===== src/rtl/key_req_pkg.sv =====
// Shared encodings and default constants for the key request latch.
package key_req_pkg;

    typedef enum logic [1:0] {
        IDLE     = 2'd0,
        HOLD     = 2'd1,
        WAIT_REL = 2'd2
    } state_t;

    localparam int DB_CYCLES_DEF = 16;
    localparam int CNT_W_DEF     = 5;

endpackage


===== src/rtl/key_debounce_cell.sv =====
// One key line: two-flop synchroniser, stability counter and debounced level,
// plus a one-cycle press indication on the edge where the level goes high.
module key_debounce_cell #(
    parameter int DB_CYCLES = 16,
    parameter int CNT_W     = 5
) (
    input  logic clk,
    input  logic rst_n,
    input  logic key,
    output logic db,
    output logic rise
);

    localparam logic [CNT_W-1:0] CNT_MAX = CNT_W'(DB_CYCLES - 1);

    logic             s1;
    logic             s2;
    logic [CNT_W-1:0] cnt;

    always_ff @(posedge clk) begin
        if (!rst_n) begin
            s1  <= 1'b0;
            s2  <= 1'b0;
            db  <= 1'b0;
            cnt <= '0;
        end else begin
            s1 <= key;
            s2 <= s1;
            // Any sample matching the current level restarts the stability count.
            if (s2 == db) begin
                cnt <= '0;
            end else if (cnt == CNT_MAX) begin
                db  <= s2;
                cnt <= '0;
            end else begin
                cnt <= cnt + 1'b1;
            end
        end
    end

    assign rise = s2 && !db && (cnt == CNT_MAX);

endmodule


===== src/rtl/key_req_latch.sv =====
// Debounces four key lines and latches press patterns until acknowledged.
// Optional KEY_REQ_OVERRUN_EN adds an overrun flag for presses dropped while busy.
module key_req_latch
    import key_req_pkg::*;
#(
    parameter int DB_CYCLES = DB_CYCLES_DEF,
    parameter int CNT_W     = CNT_W_DEF
) (
    input  logic       clk,
    input  logic       rst_n,
    input  logic [3:0] key_in,
    input  logic       ack,
    output logic       y0,
    output logic       y1,
    output logic       y2,
    output logic       y3,
`ifdef KEY_REQ_OVERRUN_EN
    output logic       overrun,
`endif
    output logic       req_valid
);

    logic [3:0] db;
    logic [3:0] rise;

    for (genvar i = 0; i < 4; i++) begin : g_line
        key_debounce_cell #(
            .DB_CYCLES(DB_CYCLES),
            .CNT_W    (CNT_W)
        ) u_cell (
            .clk  (clk),
            .rst_n(rst_n),
            .key  (key_in[i]),
            .db   (db[i]),
            .rise (rise[i])
        );
    end

    state_t     state_q;
    state_t     state_d;
    logic [3:0] y_q;
    logic [3:0] y_d;
    logic       req_valid_q;
    logic       req_valid_d;

    always_ff @(posedge clk) begin
        if (!rst_n) begin
            state_q     <= IDLE;
            y_q         <= 4'b0000;
            req_valid_q <= 1'b0;
        end else begin
            state_q     <= state_d;
            y_q         <= y_d;
            req_valid_q <= req_valid_d;
        end
    end

    always_comb begin
        state_d     = state_q;
        y_d         = y_q;
        req_valid_d = req_valid_q;
        unique case (state_q)
            IDLE: begin
                y_d         = 4'b0000;
                req_valid_d = 1'b0;
                if (|rise) begin
                    y_d         = rise;
                    req_valid_d = 1'b1;
                    state_d     = HOLD;
                end
            end
            HOLD: begin
                if (ack) begin
                    y_d         = 4'b0000;
                    req_valid_d = 1'b0;
                    // A key rising on this same edge still counts as held.
                    state_d     = (|(db | rise)) ? WAIT_REL : IDLE;
                end
            end
            WAIT_REL: begin
                y_d         = 4'b0000;
                req_valid_d = 1'b0;
                if (db == 4'b0000) begin
                    state_d = IDLE;
                end
            end
            default: begin
                y_d         = 4'b0000;
                req_valid_d = 1'b0;
                state_d     = IDLE;
            end
        endcase
    end

`ifdef KEY_REQ_OVERRUN_EN
    logic overrun_q;

    always_ff @(posedge clk) begin
        if (!rst_n) begin
            overrun_q <= 1'b0;
        end else if (state_q == HOLD && ack) begin
            overrun_q <= 1'b0;
        end else if ((state_q == HOLD || state_q == WAIT_REL) && (|rise)) begin
            overrun_q <= 1'b1;
        end
    end

    assign overrun = overrun_q;
`endif

    assign y0        = y_q[0];
    assign y1        = y_q[1];
    assign y2        = y_q[2];
    assign y3        = y_q[3];
    assign req_valid = req_valid_q;

endmodule


===== config.mk =====
export PLATFORM = sky130hd
export DESIGN_NAME = key_req_latch
export DESIGN_NICKNAME = d
export VERILOG_FILES = /design/src/rtl/key_req_pkg.sv /design/src/rtl/key_debounce_cell.sv /design/src/rtl/key_req_latch.sv
export SDC_FILE = /design/constraint.sdc
export NUM_CORES = 1
export LEC_CHECK = 0
export ABC_AREA = 0
export CAP_MARGIN = 5
export CORE_MARGIN = 4
export CORE_UTILIZATION = 55
export CTS_CLUSTER_DIAMETER = 120
export DETAILED_ROUTE_END_ITERATION = 6
export PLACE_DENSITY = 0.76
export SLEW_MARGIN = 25
export SYNTH_ARGS = -nofsm -noshare
export SYNTH_HDL_FRONTEND = slang
export SYNTH_SLANG_ARGS = --single-unit

===== constraint.sdc =====
create_clock -name clk -period 2.1 [get_ports clk]
set_input_delay 0.21 -clock clk [delete_from_list [all_inputs] [get_ports clk]]
set_output_delay 0.21 -clock clk [all_outputs]
set_load 0.05 [all_outputs]

* Yosys cells after proc, flatten, opt, wreduce, memory -nomap -nowiden
Cells that the tools add are included.
Word-level totals: output and inout port bits 5, RAM bits 0, bits in latches 0, bits in read-only memories 0, word-level logic and storage cells 78, memories 0, bits of input ports 7, register bits 39
Operators by class: divide/modulo/power cells 0, reduce and logical (&&, ||, !) cells 25, eq/ne operators 13, $mul 0, mux-type cells 11, bitwise operators 6, add/subtract/negate cells 4, shift operators 0, $lt $le $gt $ge 0
Operators with widths (number):
- 5-bit by 1-bit adder with 5-bit output (second input constant) | 4
- 5-bit by 4-bit == test with 1-bit output (second input constant) | 4
- 3-bit OR reduction | 4
- 1-bit logical AND | 8
- 2-bit 2-to-1 mux | 4
- 4-bit 2-to-1 mux | 2
- 4-bit one-hot mux with 2 select lines | 1
- 2-bit AND reduction | 4
- 4-bit OR reduction | 2
- 2-bit != test (second input constant) | 3
- 2-bit one-hot mux with 3 select lines | 1
- 1-bit inverter | 5
- 1-bit == test | 4
- 1-bit zero test | 4
- 4-bit zero test | 1
- 4-bit bitwise OR | 1
- 3-bit AND reduction | 1
- 2-bit by 1-bit == test with 1-bit output (second input constant) | 1
- 2-bit == test (second input constant) | 1
- 2-bit zero test | 1
- 1-bit 2-to-1 mux | 2
- 1-bit one-hot mux with 2 select lines | 1

* Longest topological paths before layout
Gate-level depths: netlist of run 1.
depth after elaboration 8, gate-level depth with buffers 6, depth with buffers taken out 6

* By module
From an unflattened synthesis of run 1, not the netlist that was laid out.
Unflattened totals: cell total of the unflattened synthesis 152, area total of the unflattened synthesis 1547.7 µm²
Modules (own cells, without submodules):
- key_debounce_cell | cells an instance 30, times used 4, sequential area each 160.2 µm², area each 311.5 µm²
- key_req_latch | cells an instance 32, times used 1, sequential area each 140.1 µm², area each 301.5 µm²

* Worst setup path before layout of run 1
OpenSTA, ideal clock, no wires.
path type register to register, start register g_line[1].u_cell.cnt[0], end register req_valid_q, in the netlist req_valid, arrival time 1.397 ns, setup slack 0.586 ns, required time 1.983 ns, cell stages (with the launch flop) 7, path buffers 0, library setup time 0.117 ns, period minus slack after synthesis 1.514 ns, cell sequence dfxtp_1 -> ha_1 -> and3_1 -> ha_1 -> a22oi_1 -> nand2_1 -> a32o_1
Between the ends: longest elaborated chain between the ends 5
Ends and longest elaborated chain:
- start, declared | RTL line key_debounce_cell.sv:18 | logic [CNT_W-1:0] cnt;
- start signal, assigned | RTL line key_debounce_cell.sv:36 | cnt <= cnt + 1'b1;
- 5-bit by 4-bit == test with 1-bit output | RTL line key_debounce_cell.sv:41 | assign rise = s2 && !db && (cnt == CNT_MAX);
- 1-bit logical AND | RTL line key_debounce_cell.sv:41
- 4-bit OR reduction | RTL line key_req_latch.sv:66 | if (|rise) begin
- 1-bit 2-to-1 mux | RTL line key_req_latch.sv:66
- 1-bit one-hot mux with 2 select lines | RTL line key_req_latch.sv:62 | unique case (state_q)
- end signal, assigned | RTL line key_req_latch.sv:54 | req_valid_q <= req_valid_d;
- end, declared | RTL line key_req_latch.sv:43 | logic req_valid_q;
Every way passes these cells. A chain may end at the register's enable or synchronous reset.

* Final worst setup path of run 1
start register y_q[1], end output y1
RTL lines:
- start, declared | RTL line key_req_latch.sv:41 | logic [3:0] y_q;
- start signal, assigned | RTL line key_req_latch.sv:53 | y_q <= y_d;
- end, declared | RTL line key_req_latch.sv:14 | output logic y1,
No word-level cell between the ends.

==> flow_summary_export.csv, run 1 <==
group,metric,value,unit
cts,clock-sinks,39,
detailed_routing,vias_per_cell,5.242,
sta,clock.fmax,0.5836,GHz
yosys,yosys-top-cells-count,"dfxtp_1, nor2_1, ha_1, nor2b_1",
critical_path,path_max_fanout,2,
placement,place.port_buffers,11,
sta,max_slew.worst_pin.slew,0.4938,ns
yosys,yosysTopAreaCellShare,51.53,%
finish,final_area,0.001712,mm^2
cts,cts_tree,"done",
sta,hold_viol,0,
worst_hold_path,hp-class,"in2reg",
placement,hpwl,1.683,mm
finish,synthToLayoutAreaGrowth,12.96,%
pwr,p_leak,0.0006664,uW
cts,cts-root-buf,"clkbuf_4",
finish,layout-drive-gt1-share,6.707,%
global_routing,antenna_found_initial,0,
cts,postCtsSetupBuffers,0,
die,core_area,0.002545,mm^2
yosys,synth.distinct_cells,26,
critical_path,cp.required,1.89,ns
finish,antenna_cells,0,
yosys,netlist_area,0.001515,mm^2
detailed_routing,drt_iter0_drc,55,
sta,hold_slack,0.4370,ns
yosys,synth-seq-area-share,51.53,%
die,ios,12,
die,die_y,60.49,um
detailed_routing,routedWlPerCell,11.86,um
detailed_routing,drt_wl_total,2.301,mm
placement,dpl_cell_area,0.001655,mm^2
detailed_routing,drtPass1Iterations,4,
critical_path,crit_buf_inv,1,
global_routing,track_usage,15.71,%
yosys,syn_nets,167,
pwr,vdd_ir_drop_max,0.4505,mV
critical_path,cpLargestDelayFamily,"buffers and inverters",
outcome,outcome,"finished clean",
cts,cts_buffers,5,
critical_path,arrival,1.50,ns
yosys,async_flop_share,0,%
die,rows,18,
global_routing,grt_pass1_wl,4.202,mm
global_routing,grt_pass1_vias,1038,
critical_path,cp_slowest_stage_delay,0.81,ns
yosys,ys_top_cells_by_area,"dfxtp_1, ha_1, nor2_1, nor2b_1, and2_1",
flow_run,drv_cap,0,
yosys,ys_seq_elements,39,
sta,slew_headroom,66.98,%
sta,min_period,1.713,ns
detailed_routing,drc,0,
cts,holdBufCountCts,0,
finish,multiInputGateArea,689.4,um^2
yosys,avgSynthCellArea,10.24,um^2
die,dieWidth,60.49,um
cts,clockBufferDepth,2,
critical_path,endpoint_kind,"output port",
sta,post-route-period-util,81.59,%
cts,cts_resized,0,
finish,fill_cells,216,
yosys,synth_area_leader_cell,"dfxtp_1",
cts,clk-insertion-delay-late,0.34,ns
yosys,synth_flop_cell,"dfxtp_1",
cts,htreeDepth,2,
placement,place.gp.congestion,0.7561,
sta,skew,0.002452,ns
die,initial_core_util,59.54,%
detailed_routing,route.vias.total,1017,
cts,path_clk_slew,0.11,ns
critical_path,crit_slowest_cell,"clkdlybuf4s50_1",
sta,tns,0,ns
critical_path,worstPathCellList,"clkdlybuf4s50_1",
sta,maxSlewViolCount,0,
critical_path,startpoint_type,"flip-flop",
finish,seq_area,780.7,um^2
yosys,synth_edf_count,0,
yosys,post-synth-top-count-cell,"dfxtp_1",
critical_path,critPathKind,"reg2out",
sta,rsz0062_at_grt,"false",
yosys,yosysWarningCount,0,
detailed_routing,drtAntennaViolNets,0,
global_routing,gr-total-overflow,0,
yosys,syn_inst,148,
pwr,p_per_area,688.0,mW/mm^2
finish,finalNetCount,183,
die,dieArea,0.003658,mm^2
global_routing,grt_max_degree,18,
sta,setup_viol,0,
-- layout make-up --
cell class                      instances  share of cell area (%)
Tap cell                               30                   2.193
Timing Repair Buffer                   12                   6.871
Clock buffer                            6                   2.997
Clock inverter                          1                  0.2924
Multi-Input combinational cell         98                   40.28
Sequential cell                        39                   45.61
Inverter                                8                   1.754
-- placed cells by master (no fill, tap or decap), types with 2 or more instances in the layout --
cell type,instances
a21oi_1,2
ha_1,12
mux2i_1,4
inv_1,8
nand2_1,5
and3_1,8
xor2_1,4
a22oi_1,2
clkbuf_4,5
and2_1,8
xnor2_1,4
clkdlybuf4s50_1,11
a32oi_1,4
nor2b_1,12
nand3_1,4
dfxtp_1,39
nor2_1,20
-- stage by stage --
step	power, uW	cells	utilization (%)	setup WS, ns
final	1178	194	67.26	0.3866
after detailed placement	810.0	187	65.04	0.4669
after floorplan	792.5	148	-	0.5859
after global placement	808.2	187	65.04	0.5374
after global routing	1234	194	67.26	0.3331
after CTS	1189	194	67.26	0.3708
-- report_power, final --
part | switching, uW | internal, uW
Combinational | 17.6 | 22.2
Sequential | 4.39 | 749
Clock | 229 | 155
-- flip-flops by register name, indices dropped and copies added, names as in the netlist --
name,count
g_line.u_cell.cnt,20
g_line.u_cell.db,4
g_line.u_cell.s1,4
g_line.u_cell.s2,4
req_valid,1
state_q,2
y_q,4
-- kinds of logic (layout without fill, tap and decap cells) --
logic type	count (synthesis)	after routing	share of synthesized area, %
muxes	4	4	2.643
buffers and inverters	11	27	2.973
and+or+nand+nor	63	63	22.63
DFF	39	39	51.53
xor gates and xnor gates	8	8	4.624
adders and majority gates	12	12	9.909
AOI/OAI and AO/OA	11	11	5.698
-- path summary, 6_finish.rpt --
check	to	depth (start not counted)	slack [ns]	startpoint
worst max register to register	req_valid	6	0.43	g_line[1].u_cell.cnt[0]
worst max-delay path	y1	1	0.39	y_q[1]
worst min register to register	g_line[2].u_cell.s2	1	0.45	g_line[2].u_cell.s1
worst min-delay path	g_line[0].u_cell.s1	2	0.44	key_in[0]
-- routing by layer --
layer / track usage (%) / share of wire (%) / vias to the layer above
met5: 0 / 0 / -
met4: 9.907 / 2.9 / 0
met3: 5.106 / 4.6 / 7
met2: 26.39 / 46 / 22
met1: 17.08 / 47 / 459
li1: - / - / 529
(Power assumes the default switching activity.)
==> run 2: changes to the inputs <==
- CORE_UTILIZATION: 55 -> 50
- PLACE_DENSITY: 0.76 -> 0.73
- clock period: 2.1 -> 1.55 ns (I/O delays scaled with it)
==> run 2 against run 1 <==
Net effect:
- critical endpoint is now req_valid
- sequential power is 35% higher
- wire length is 9.2% higher
- global-route usage is 1.7 points lower
- highest routed layer unchanged
- final area is 8.4% higher
- cell count is 5.7% higher
==> flow_summary_export.csv, run 2 (synthesized netlist as in run 1, its figures left out) <==
group,metric,value,unit
detailed_routing,routedWlPerCell,12.26,um
detailed_routing,drtAntennaViolNets,0,
cts,clockBufferDepth,2,
critical_path,arrival,1.73,ns
detailed_routing,drc,0,
pwr,vdd_ir_drop_max,0.4596,mV
sta,maxSlewViolCount,0,
outcome,outcome,"finished clean",
critical_path,endpoint_kind,"flip-flop",
die,die_y,63.05,um
detailed_routing,drtPass1Iterations,4,
sta,clock.fmax,0.6670,GHz
critical_path,cp.required,1.78,ns
global_routing,grt_pass1_wl,4.367,mm
cts,path_clk_slew,0.11,ns
cts,clk-insertion-delay-late,0.33,ns
critical_path,startpoint_type,"flip-flop",
sta,slew_headroom,77.57,%
sta,tns,0,ns
cts,cts_tree,"done",
die,core_area,0.002829,mm^2
placement,place.gp.congestion,0.7742,
global_routing,antenna_found_initial,0,
worst_hold_path,hp-class,"in2reg",
cts,clock-sinks,39,
sta,skew,0.002854,ns
die,dieArea,0.003975,mm^2
die,dieWidth,63.05,um
critical_path,path_max_fanout,4,
cts,cts_buffers,5,
sta,max_slew.worst_pin.slew,0.3334,ns
detailed_routing,drt_iter0_drc,40,
placement,hpwl,1.738,mm
finish,final_area,0.001856,mm^2
flow_run,drv_cap,0,
detailed_routing,drt_wl_total,2.513,mm
die,initial_core_util,53.56,%
critical_path,critPathKind,"reg2reg",
finish,fill_cells,234,
pwr,p_leak,0.0007102,uW
global_routing,grt_pass1_vias,1070,
die,ios,12,
sta,hold_viol,0,
finish,finalNetCount,192,
die,rows,19,
finish,layout-drive-gt1-share,27.59,%
placement,place.port_buffers,11,
cts,cts-root-buf,"clkbuf_4",
finish,top_register,"g_line.u_cell.cnt",
sta,post-route-period-util,96.73,%
pwr,p_per_area,845.7,mW/mm^2
global_routing,gr-total-overflow,0,
finish,largest_reg_flops,20,
global_routing,grt_max_degree,20,
global_routing,track_usage,14.01,%
sta,min_period,1.499,ns
finish,antenna_cells,0,
detailed_routing,vias_per_cell,5.268,
detailed_routing,route.vias.total,1080,
finish,final_common_cell,"dfxtp_1",
cts,htreeDepth,2,
finish,synthToLayoutAreaGrowth,22.46,%
finish,layout_common_cells,"dfxtp_1, nor2_1, buf_4",
sta,setup_viol,0,
placement,dpl_cell_area,0.001704,mm^2
finish,fin_util,65.59,%
run 2: per-layer routing:
layer / vias to the layer above / track usage, % / share of wire [%]
li1: 545 / - / -
met1: 502 / 15.68 / 45
met2: 27 / 22.66 / 47
met3: 6 / 4.618 / 5.4
met4: 0 / 9.091 / 2.3
met5: - / 0 / 0
run 2: metrics by stage:
| stage | cells | total power, uW | setup WS (ns) | hold WS [ns] |
|---|---|---|---|---|
| 5_1_grt | 205 | 1634 | -0.004837 | 0.3644 |
| 3_3_place_gp | 196 | 1099 | 0.01800 | 0.4149 |
| 3_5_place_dp | 196 | 1101 | -0.03413 | 0.4190 |
| 4_1_cts | 204 | 1577 | 0.005351 | 0.3735 |
| 6_report | 205 | 1569 | 0.05069 | 0.3870 |
| 2_1_floorplan | 148 | 1074 | 0.03588 | 0.2823 |
run 2: final timing paths:
| kind | startpoint | end | slack, ns | depth (start not counted) |
|---|---|---|---|---|
| worst max-delay path | g_line[2].u_cell.cnt[0] | req_valid | 0.05 | 6 |
| worst min-delay path | key_in[1] | g_line[1].u_cell.s1 | 0.39 | 2 |
| worst max register to register | g_line[2].u_cell.cnt[0] | req_valid | 0.05 | 6 |
| worst min register to register | g_line[2].u_cell.cnt[0] | g_line[2].u_cell.cnt[0] | 0.43 | 1 |
run 2: area by class of cell:
class	count	area, um^2	area share [%]
clock inverter	1	5.005	0.2697
inverter	8	30.03	1.618
timing repair buffer	21	172.7	9.305
sequential	39	789.5	42.55
clock buffer	7	45.04	2.428
multi-input combinational	98	774.5	41.74
tap	31	38.79	2.090
run 2: power by group:
group / internal, uW / switching (uW) / total (uW)
logic: 35.4 / 27.2 / 62.6
clock network: 177 / 309 / 486
registers: 1010 / 5.69 / 1020
total: 1230 / 342 / 1570
run 2: worst max-delay path: stages, from the launching register on:
cell,delay [ns]
dfxtp_2,0.35
ha_1,0.21
and3_4,0.19
ha_4,0.16
a22oi_2,0.17
nand2_1,0.10
a32o_1,0.21
run 2: timing repair:
item | CTS | global route
pin swaps | 3 | 6
setup buffers | 0 | 1
hold buffers | 0 | 0
cloned | 0 | 0
setup endpoints to repair | 3 | 15
gates resized for setup | 5 | 22
